==> src/rtl/key_repeater_if.sv <==
// Key repeater interface: bundles the debounced key level and the event outputs.
//   in            debounced key level (driven by the debouncer side)
//   pulse         one-cycle press / auto-repeat event
//   release_pulse one-cycle release event after an accepted press
//   held          high while an accepted press is in progress
// master: debouncer / front-panel side. slave: key_repeater.
interface key_repeater_if;
  logic in;
  logic pulse;
  logic release_pulse;
  logic held;

  modport master (output in, input pulse, input release_pulse, input held);
  modport slave  (input in, output pulse, output release_pulse, output held);
endinterface

==> src/rtl/key_repeater.sv <==
// Key repeater: turns a debounced key level into single-cycle press/auto-repeat
// pulses, a one-cycle release event and a held level. All outputs are registered.
// Ports:
//   clk    sole clock, rising edge
//   reset  synchronous, active-high reset
//   key    key_repeater_if slave: in (key level), pulse, release_pulse, held
// After reset the block sits in a lockout state until the key is seen released,
// so a key held through reset produces no events.
module key_repeater #(
  parameter bit          ACTIVE_LOW    = 1'b0,
  parameter int unsigned DELAY_CYCLES  = 8,
  parameter int unsigned PERIOD_CYCLES = 4,
  parameter int unsigned CNT_WIDTH     = 16
) (
  input  logic         clk,
  input  logic         reset,
  key_repeater_if.slave key
);

  typedef enum logic [1:0] {StLockout, StIdle, StWait, StRepeat} state_e;

  localparam logic [CNT_WIDTH-1:0] DelayLast  = CNT_WIDTH'(DELAY_CYCLES - 1);
  localparam logic [CNT_WIDTH-1:0] PeriodLast = CNT_WIDTH'(PERIOD_CYCLES - 1);

  state_e               state_q;
  logic [CNT_WIDTH-1:0] cnt_q;
  logic                 pulse_q;
  logic                 release_q;
  logic                 held_q;
  logic                 pressed;

  assign pressed = key.in ^ ACTIVE_LOW;

  assign key.pulse         = pulse_q;
  assign key.release_pulse = release_q;
  assign key.held          = held_q;

  always_ff @(posedge clk) begin
    if (reset) begin
      state_q   <= StLockout;
      cnt_q     <= '0;
      pulse_q   <= 1'b0;
      release_q <= 1'b0;
      held_q    <= 1'b0;
    end else begin
      // Events are single-cycle unless re-asserted below.
      pulse_q   <= 1'b0;
      release_q <= 1'b0;
      unique case (state_q)
        StLockout: begin
          if (!pressed) state_q <= StIdle;
        end
        StIdle: begin
          if (pressed) begin
            state_q <= StWait;
            cnt_q   <= '0;
            pulse_q <= 1'b1;
            held_q  <= 1'b1;
          end
        end
        StWait: begin
          if (!pressed) begin
            state_q   <= StIdle;
            release_q <= 1'b1;
            held_q    <= 1'b0;
          end else if (cnt_q == DelayLast) begin
            state_q <= StRepeat;
            cnt_q   <= '0;
            pulse_q <= 1'b1;
          end else begin
            cnt_q <= cnt_q + 1'b1;
          end
        end
        StRepeat: begin
          // Release wins over a coincident terminal count.
          if (!pressed) begin
            state_q   <= StIdle;
            release_q <= 1'b1;
            held_q    <= 1'b0;
          end else if (cnt_q == PeriodLast) begin
            cnt_q   <= '0;
            pulse_q <= 1'b1;
          end else begin
            cnt_q <= cnt_q + 1'b1;
          end
        end
        default: state_q <= StLockout;
      endcase
    end
  end

endmodule

==> src/flat_wrapper.sv <==
// flat-port wrapper written by rule: the top's interface ports become plain ports
module key_repeater_flat 
#(
  parameter bit          ACTIVE_LOW    = 1'b0,
  parameter int unsigned DELAY_CYCLES  = 8,
  parameter int unsigned PERIOD_CYCLES = 4,
  parameter int unsigned CNT_WIDTH     = 16
)
  (clk, reset, key_in, key_pulse, key_release_pulse, key_held);
  key_repeater_if key_i ();
  input  logic clk;
  input  logic reset;
  input wire logic [$bits(key_i.in)-1:0] key_in;
  output wire logic [$bits(key_i.pulse)-1:0] key_pulse;
  output wire logic [$bits(key_i.release_pulse)-1:0] key_release_pulse;
  output wire logic [$bits(key_i.held)-1:0] key_held;
  assign key_i.in = key_in;
  assign key_pulse = key_i.pulse;
  assign key_release_pulse = key_i.release_pulse;
  assign key_held = key_i.held;
  key_repeater #(.ACTIVE_LOW(ACTIVE_LOW), .DELAY_CYCLES(DELAY_CYCLES), .PERIOD_CYCLES(PERIOD_CYCLES), .CNT_WIDTH(CNT_WIDTH)) u_core (.clk(clk), .reset(reset), .key(key_i));
endmodule
==> config.mk <==
export PLATFORM = sky130hd
export DESIGN_NAME = key_repeater_flat
export DESIGN_NICKNAME = d
export VERILOG_FILES = /design/src/rtl/key_repeater_if.sv /design/src/rtl/key_repeater.sv /design/src/flat_wrapper.sv
export SDC_FILE = /design/constraint.sdc
export NUM_CORES = 1
export LEC_CHECK = 0
export BUFFER_PORTS_ARGS = -buffer_cell sky130_fd_sc_hd__buf_2
export CORE_MARGIN = 2
export CORE_UTILIZATION = 50
export DETAILED_ROUTE_END_ITERATION = 6
export PLACE_DENSITY = 0.7
export SLEW_MARGIN = 10
export SYNTH_ARGS = -nofsm -noshare
export SYNTH_HDL_FRONTEND = slang
export SYNTH_SLANG_ARGS = --single-unit
==> constraint.sdc <==
create_clock -name clk -period 1.8 [get_ports clk]
set_input_delay 0.36 -clock clk [delete_from_list [all_inputs] [get_ports clk]]
set_output_delay 0.36 -clock clk [all_outputs]
set_load 0.03 [all_outputs]
# Word-level counts from Yosys, hierarchy flattened
# Cells that the tools add are included.
[word_totals] output_inout_bits=3 in_bits=3 reg_bits=21
[op_classes] mux=21 add_sub_neg=1 n_reduce_logical=9 eq_ne=11 bitwise=1
[ops] cell="16-bit two-way mux" count=5
[ops] cell="16-bit case mux with 3 select lines" count=1
[ops] cell="16-bit by 1-bit adder with 16-bit output (second input constant)" count=1
[ops] cell="16-bit by 2-bit == test with 1-bit output (second input constant)" count=1
[ops] cell="16-bit by 3-bit == test with 1-bit output (second input constant)" count=1
[ops] cell="2-bit inequality test (second input constant)" count=5
[ops] cell="1-bit two-way mux" count=8
[ops] cell="2-bit two-way mux" count=4
[ops] cell="2-bit case mux with 3 select lines" count=1
[ops] cell="3-bit AND reduction" count=2
[ops] cell="2-bit OR reduction" count=3
[ops] cell="2-bit == test (second input constant)" count=2
[ops] cell="4-bit AND reduction" count=1
[ops] cell="3-bit by 2-bit inequality test with 1-bit output (second input constant)" count=1
[ops] cell="1-bit case mux with 3 select lines" count=1
[ops] cell="3-bit nonzero test" count=1
[ops] cell="2-bit by 1-bit == test with 1-bit output (second input constant)" count=1
[ops] cell="2-bit logical NOT" count=1
[ops] cell="1-bit case mux with 2 select lines" count=1
[ops] cell="2-bit nonzero test" count=1
[ops] cell="1-bit NOT" count=1

# Longest topological paths before layout
# Gate-level depths: netlist of run 1.
[depth] depth_word=4 mapped_depth=8

# Worst setup path after synthesis of run 1
# Ideal clock, no wire load.
[synth_path] kind="register to register" startpoint="reg u_core.state_q[0]" endpoint="reg u_core.cnt_q[11]" path_buffers=2 arrival_time_ps=1796 required_ps=1697 setup_slack_ps=-99 synth_period_minus_slack_ps=1899 stages_incl_launch_ff=9 cell_sequence="dfxtp_1 inv_1 ha_1 or2_1 buf_6 o21a_1 buf_6 and3_4 a2111oi_2"
[synth_via] elab_chain_cells=3 elab_cells_between_ends=9
[synth_rtl] element="start: declaration" line_no="key_repeater.sv:25" text="state_e state_q;"
[synth_rtl] element="start signal: assignment" line_no="key_repeater.sv:40" text="state_q <= StLockout;"
[synth_rtl] element="start signal: assignment" line_no="key_repeater.sv:51" text="if (!pressed) state_q <= StIdle;"
[synth_rtl] element="start signal: assignment" line_no="key_repeater.sv:55" text="state_q <= StWait;"
[synth_rtl] element="2-bit == test / 2-bit by 1-bit == test with 1-bit output (equally long branches)" line_no="key_repeater.sv:49" text="unique case (state_q)"
[synth_rtl] element="2-bit inequality test (no line) / 3-bit nonzero test (equally long branches)"
[synth_rtl] element="4-bit AND reduction (no line)"
[synth_rtl] element="end signal: assignment" line_no="key_repeater.sv:71" text="cnt_q <= cnt_q + 1'b1;"
[synth_rtl] element="end signal: assignment" line_no="key_repeater.sv:84" text="cnt_q <= cnt_q + 1'b1;"
[synth_rtl] element="end: declaration" line_no="key_repeater.sv:26" text="logic [CNT_WIDTH-1:0] cnt_q;"
# Several ways; a longest one is shown, not always the timed one.
# A chain may end at the register's enable or synchronous reset.

# Worst setup path in the final report of run 1
[layout_path] startpoint="reg u_core.state_q[0]" endpoint="reg u_core.cnt_q[8]"
# The elaborated chain is that of the path after synthesis.

==> results.sh, run 1 <==
export IMPL_status="finished, final reports clean"
export IMPL_r2r_setup_slack_ps=20
export IMPL_synthCells=166
export IMPL_antenna_found_initial=0
export IMPL_hold_end="u_core.state_q[1]$_SDFFE_PP0P_"
export IMPL_relSlewSlack_pct=74.2
export IMPL_grt_pass1_vias=1283
export IMPL_fin_crit_sh_pct=98.9
export IMPL_track_usage_pct=22.3
export IMPL_ys_types=46
export IMPL_die_y_um=55.7
export IMPL_clock_skew_ps=9.02
export IMPL_placed_cell_area_mm2=0.00149
export IMPL_num_io_pins=6
export IMPL_clockRootBuffer="clkbuf_4"
export IMPL_gr_total_overflow=0
export IMPL_worstSetupStartpointType="flop"
export IMPL_grt_max_degree=14
export IMPL_hpwl_mm=2.35
export IMPL_clk_pin_slew_ps=120
export IMPL_fin_nets=196
export IMPL_grt_pass1_wl_mm=5.59
export IMPL_yosys_warnings=0
export IMPL_synth_area_per_cell_um2=8.05
export IMPL_fmax_ghz=0.562
export IMPL_setup_viol=0
export IMPL_post_route_cells_drive_above_1_share_pct=32.6
export IMPL_clock_path_buffers=2
export IMPL_drc_errors=0
export IMPL_die_w_um=55.7
export IMPL_vias=1291
export IMPL_pwr_density_cell_mw_per_mm2=1290
export IMPL_routed_via_density=5.95
export IMPL_ant_nets=0
export IMPL_post_synth_top_count_cell="dfxtp_1"
export IMPL_hp_start="reset"
export IMPL_start_util_pct=53.5
export IMPL_critPathRequiredTime_ps=2030
export IMPL_cap_violations=0
export IMPL_r2r_end="u_core.cnt_q[8]$_SDFFE_PP0P_"
export IMPL_ir_drop_mv=0.872
export IMPL_endpoint_kind="flop"
export IMPL_p_total_uw=2140
export IMPL_yosys_register_bits=21
export IMPL_htree_levels=1
export IMPL_n_fill_cell=210
export IMPL_portBuffers=5
export IMPL_syn_nets=174
export IMPL_synth_area_leaders="dfxtp_1, a21oi_1, ha_1, nor2_1, nor3_1"
export IMPL_synth_main_ff_cell="dfxtp_1"
export IMPL_r2r_cells=7
export IMPL_crit_type="reg2reg"
export IMPL_core_mm2=0.00250
export IMPL_insertion_delay_ps=300
export IMPL_reg2reg_from="u_core.state_q[0]$_SDFFE_PP0P_"
export IMPL_worstMarginPinSlew_ps=384
export IMPL_fin_area_mm2=0.00166
export IMPL_die_area_mm2=0.00310
export IMPL_cts_hold_buf=0
export IMPL_finalSetupTns_ps=0
export IMPL_ys_top_cells_by_count="dfxtp_1, nor2_1, a21oi_1, nor3_1, o21ai_0"
export IMPL_antennaDiodeCount=0
export IMPL_finalWeightedCongestion=0.885
export IMPL_leakage_uw=0.000585
export IMPL_drtIter0Drc=45
export IMPL_cts_sinks=21
export IMPL_syn_to_final_growth_pct=24.3
export IMPL_rsz0062_at_grt="yes"
export IMPL_yosys_area_top_type="dfxtp_1"
export IMPL_wirelength_mm=3.32
export IMPL_synth_edf_count=0
export IMPL_row_count=18
export IMPL_crit_arrival_ps=2010
export IMPL_synth_area_mm2=0.00134
export IMPL_firstDrtPassIters=4
export IMPL_netlist_area_leader_share_pct=31.5
export IMPL_hold_class="in2reg"
export IMPL_wl_per_cell_um=15.3
export IMPL_synth_seq_area_share_pct=31.5
export IMPL_cts_buffers=3
export IMPL_path_max_fanout=4
export IMPL_hold_viol_final=0
export IMPL_finalCriticalPeriod_ps=1780
export IMPL_async_reset_ff_share_pct=0
export IMPL_tritoncts="done"
export IMPL_min_path_cells=2
export IMPL_final_max_slew_viol_count=0
## report_power, final
part | total [uW] | switching (uW) | internal [uW]
clock network | 224 | 138 | 86.2
registers | 551 | 35.5 | 515
logic | 1360 | 730 | 634
## critical path, cell delays in order, from the launching register on
cell      delay, ps
dfxtp_4         390
inv_2            60
ha_2            190
nor3_4          260
buf_4           170
o21ai_2          60
or3_4           370
a211oi_2        210
## layout by cell type, fill, tap and decap left out, types with 2 or more instances in the layout
| cell type | instances |
|---|---|
| ha_2 | 2 |
| buf_4 | 21 |
| buf_6 | 2 |
| nor3_1 | 9 |
| nand2_1 | 6 |
| inv_2 | 2 |
| xor2_1 | 2 |
| nor2b_1 | 2 |
| buf_2 | 5 |
| clkbuf_4 | 3 |
| a211oi_2 | 4 |
| mux2i_1 | 2 |
| nor4b_2 | 2 |
| a21oi_1 | 14 |
| nor4_1 | 6 |
| o21ai_0 | 7 |
| a2111oi_2 | 2 |
| nor2_1 | 16 |
| nand4_1 | 2 |
| inv_1 | 6 |
| dfxtp_1 | 19 |
| nand3b_1 | 2 |
| o211ai_1 | 3 |
| or3_1 | 3 |
| and3_1 | 3 |
| ha_4 | 2 |
| nand3_1 | 8 |
## worst max path at each step
stage                                          to                            from  slack, ps  depth (start not counted)
global route        u_core.cnt_q[14]$_SDFFE_PP0P_  u_core.state_q[0]$_SDFFE_PP0P_        -70                          8
CTS                  u_core.cnt_q[7]$_SDFFE_PP0P_  u_core.state_q[0]$_SDFFE_PP0P_         10                          6
floorplan           u_core.cnt_q[11]$_SDFFE_PP0P_  u_core.state_q[0]$_SDFFE_PP0P_        -20                          8
finish               u_core.cnt_q[8]$_SDFFE_PP0P_  u_core.state_q[0]$_SDFFE_PP0P_         20                          7
global placement    u_core.cnt_q[11]$_SDFFE_PP0P_  u_core.state_q[0]$_SDFFE_PP0P_        -50                          6
detailed placement  u_core.cnt_q[14]$_SDFFE_PP0P_  u_core.state_q[0]$_SDFFE_PP0P_       -140                          6
## kinds of logic after synthesis
family                   count (synthesis)  synth area share (%)
AO/OA/AOI/OAI                           43                  22.7
XOR/XNOR                                 2                  1.31
adder cells (fa/ha/maj)                  5                  4.68
buffers and inverters                   19                  7.30
flip-flops                              21                  31.5
multiplexers                             2                  1.50
AND/OR/NAND/NOR                         74                  31.1
## flip-flops by register name, indices dropped and copies added, names as in the netlist
signal / cells
u_core.state_q: 2
u_core.key.release_pulse: 1
u_core.key.pulse: 1
u_core.key.held: 1
u_core.cnt_q: 16
## repair_timing
action / 4_1_cts / 5_1_grt
resized for setup: 12 / 15
pin swaps: 3 / 6
setup endpoints to repair: 15 / 16
buffers inserted: 2 / 3
## layout make-up
| type | count | area (um^2) | area share (%) |
|---|---|---|---|
| clock buffer | 4 | 26.3 | 1.58 |
| inverter | 8 | 30.0 | 1.81 |
| multi-input combinational | 126 | 936 | 56.4 |
| sequential | 21 | 425 | 25.6 |
| tap | 30 | 37.5 | 2.26 |
| timing repair buffer | 28 | 205 | 12.4 |
## routing by layer
layer / part of all wire, % / up-vias / global-route usage, %
met4: 0.48 / 0 / 9.06
met3: 1.3 / 2 / 3.72
li1: - / 664 / -
met2: 53 / 11 / 40.6
met1: 45 / 614 / 25.5
met5: 0 / - / 0
## per-stage QoR
stage	worst slack, ps	cells	utilization, %	hold WS, ps
2_1_floorplan	-21.7	166	-	471
3_3_place_gp	-45.3	208	59.7	477
3_5_place_dp	-139	208	59.7	495
4_1_cts	11.5	214	62.4	334
5_1_grt	-74.2	217	66.4	351
6_report	20.3	217	66.4	333
Note: power is estimated with default switching activity, not from simulation.
==> run 2: changes to the inputs <==
- SETUP_SLACK_MARGIN: default -> 0.4
==> run 2 against run 1 <==
Compared with the run above: the run now ends with negative setup slack left; power grew 41%; sequential power grew 6.5%; via count grew 16%; combinational power grew 61%; fmax shrank 3.6%; flip-flop and latch count is the same; critical path depth shrank 1; cell area grew 26%; non-clock buffer count grew 16.
==> results.sh, run 2 (synthesis gave the netlist of run 1 again) <==
export IMPL_relSlewSlack_pct=70.2
export IMPL_clock_path_buffers=2
export IMPL_largest_reg_flops=16
export IMPL_worstMarginPinSlew_ps=447
export IMPL_critPathSlowestCell="dfxtp_4"
export IMPL_clockRootBuffer="clkbuf_4"
export IMPL_fin_nets=213
export IMPL_r2r_cells=6
export IMPL_finalWeightedCongestion=0.835
export IMPL_ir_drop_mv=1.46
export IMPL_wl_per_cell_um=20.2
export IMPL_cts_buffers=3
export IMPL_crit_arrival_ps=2090
export IMPL_path_max_fanout=4
export IMPL_portBuffers=5
export IMPL_hp_start="reset"
export IMPL_tritoncts="done"
export IMPL_antenna_found_initial=0
export IMPL_final_seq_area_um2=435
export IMPL_num_io_pins=6
export IMPL_finalSetupTns_ps=-102
export IMPL_final_common_cell="buf_4"
export IMPL_die_area_mm2=0.00310
export IMPL_r2r_end="u_core.cnt_q[5]$_SDFFE_PP0P_"
export IMPL_wirelength_mm=4.72
export IMPL_clk_pin_slew_ps=130
export IMPL_r2r_setup_slack_ps=-50
export IMPL_drc_errors=0
export IMPL_reg2reg_from="u_core.state_q[1]$_SDFFE_PP0P_"
export IMPL_track_usage_pct=24.7
export IMPL_htree_levels=1
export IMPL_ant_nets=0
export IMPL_path_cells="buf_6 > ha_4 > nor3_4 > o211ai_1 > or3_1 > a211oi_2"
export IMPL_status="finished with violations"
export IMPL_final_max_slew_viol_count=0
export IMPL_grt_max_degree=20
export IMPL_rsz0062_at_grt="yes"
export IMPL_hpwl_mm=2.30
export IMPL_cts_sinks=21
export IMPL_hold_class="in2reg"
export IMPL_top_register="u_core.cnt_q"
export IMPL_gr_total_overflow=0
export IMPL_clock_skew_ps=3.08
export IMPL_cap_violations=0
export IMPL_core_mm2=0.00250
export IMPL_grt_pass1_vias=1373
export IMPL_hold_viol_final=0
export IMPL_start_util_pct=53.5
export IMPL_antennaDiodeCount=0
export IMPL_drtIter0Drc=80
export IMPL_min_path_cells=2
export IMPL_post_route_cells_drive_above_1_share_pct=49.5
export IMPL_placed_cell_area_mm2=0.00150
export IMPL_reg_largest_list="u_core.cnt_q (16), u_core.state_q (2)"
export IMPL_setup_viol=5
export IMPL_fmax_ghz=0.541
export IMPL_grt_pass1_wl_mm=6.23
export IMPL_die_y_um=55.7
export IMPL_vias=1500
export IMPL_cts_hold_buf=0
export IMPL_violations="negative setup slack"
export IMPL_hold_end="u_core.cnt_q[2]$_SDFFE_PP0P_"
export IMPL_row_count=18
export IMPL_worstSetupStartpointType="flop"
export IMPL_critPathRequiredTime_ps=2050
export IMPL_firstDrtPassIters=4
export IMPL_final_util_pct=83.9
export IMPL_fin_area_mm2=0.00210
export IMPL_leakage_uw=0.000741
export IMPL_insertion_delay_ps=310
export IMPL_endpoint_kind="flop"
export IMPL_hold_ws_ps=310
export IMPL_die_w_um=55.7
export IMPL_dp_slack_ps=-43.5
export IMPL_routed_via_density=6.41
export IMPL_layout_common_cells="buf_4, dfxtp_1, buf_6"
export IMPL_syn_to_final_growth_pct=57.0
export IMPL_multiInputGateArea_mm2=0.00116
export IMPL_n_fill_cell=123
export IMPL_setup_slack_ps=-46.9
export IMPL_crit_type="reg2reg"
export IMPL_fin_crit_sh_pct=103
export IMPL_critPathMaxStageDelay_ps=400
export IMPL_pwr_density_cell_mw_per_mm2=1440
export IMPL_finalCriticalPeriod_ps=1850
==> run 2: worst max-delay path by stage <==
stage / start / cells past startpoint / endpoint
floorplan: u_core.state_q[0]$_SDFFE_PP0P_ / 7 / u_core.cnt_q[5]$_SDFFE_PP0P_
global route: u_core.state_q[0]$_SDFFE_PP0P_ / 5 / u_core.cnt_q[5]$_SDFFE_PP0P_
finish: u_core.state_q[1]$_SDFFE_PP0P_ / 6 / u_core.cnt_q[5]$_SDFFE_PP0P_
CTS: u_core.state_q[0]$_SDFFE_PP0P_ / 7 / u_core.cnt_q[14]$_SDFFE_PP0P_
detailed placement: u_core.state_q[1]$_SDFFE_PP0P_ / 5 / u_core.cnt_q[14]$_SDFFE_PP0P_
global placement: u_core.state_q[0]$_SDFFE_PP0P_ / 6 / u_core.cnt_q[14]$_SDFFE_PP0P_
==> run 2: report_power, final <==
group / switching, uW / total, uW / leakage, uW / internal (uW)
registers: 66.1 / 587 / 0.000173 / 521
logic: 1080 / 2190 / 0.000551 / 1100
clock network: 166 / 249 / 0.0000177 / 83.1
==> run 2: repair_timing <==
| item | in CTS | in global routing |
|---|---|---|
| pin swaps | 16 | 23 |
| setup endpoints to repair | 20 | 20 |
| cloned | 1 | 0 |
| resized for setup | 31 | 40 |
| buffers inserted | 16 | 12 |
==> run 2: area by class of cell <==
class	count	area share, %
Inverter	8	1.79
Tap cell	30	1.79
Clock buffer	3	1.07
Multi-Input combinational cell	127	55.4
Timing Repair Buffer	44	19.0
Clock inverter	1	0.239
Sequential cell	21	20.8
==> run 2: critical path: cells and delay by family, from the launching register on <==
kind                       cells  cell delay (ps)
and+or+nand+nor                2              660
DFF                            1              400
buffers and inverters          1              120
adders and majority gates      1              170
AOI/OAI and AO/OA              2              430
==> run 2: per-layer routing <==
metal | wire length (um) | global-route usage [%] | up-vias
met5 | 0 | 0 | -
met4 | 122 | 8.01 | 0
met3 | 309 | 3.49 | 14
met2 | 2310 | 39.8 | 65
met1 | 1980 | 34.0 | 730
li1 | - | - | 691
==> run 2: stage by stage <==
step           total power [uW]  instances
2_1_floorplan              1400        166
3_3_place_gp               1540        201
3_5_place_dp               1570        201
4_1_cts                    2330        222
5_1_grt                    3150        234
6_report                   3020        234
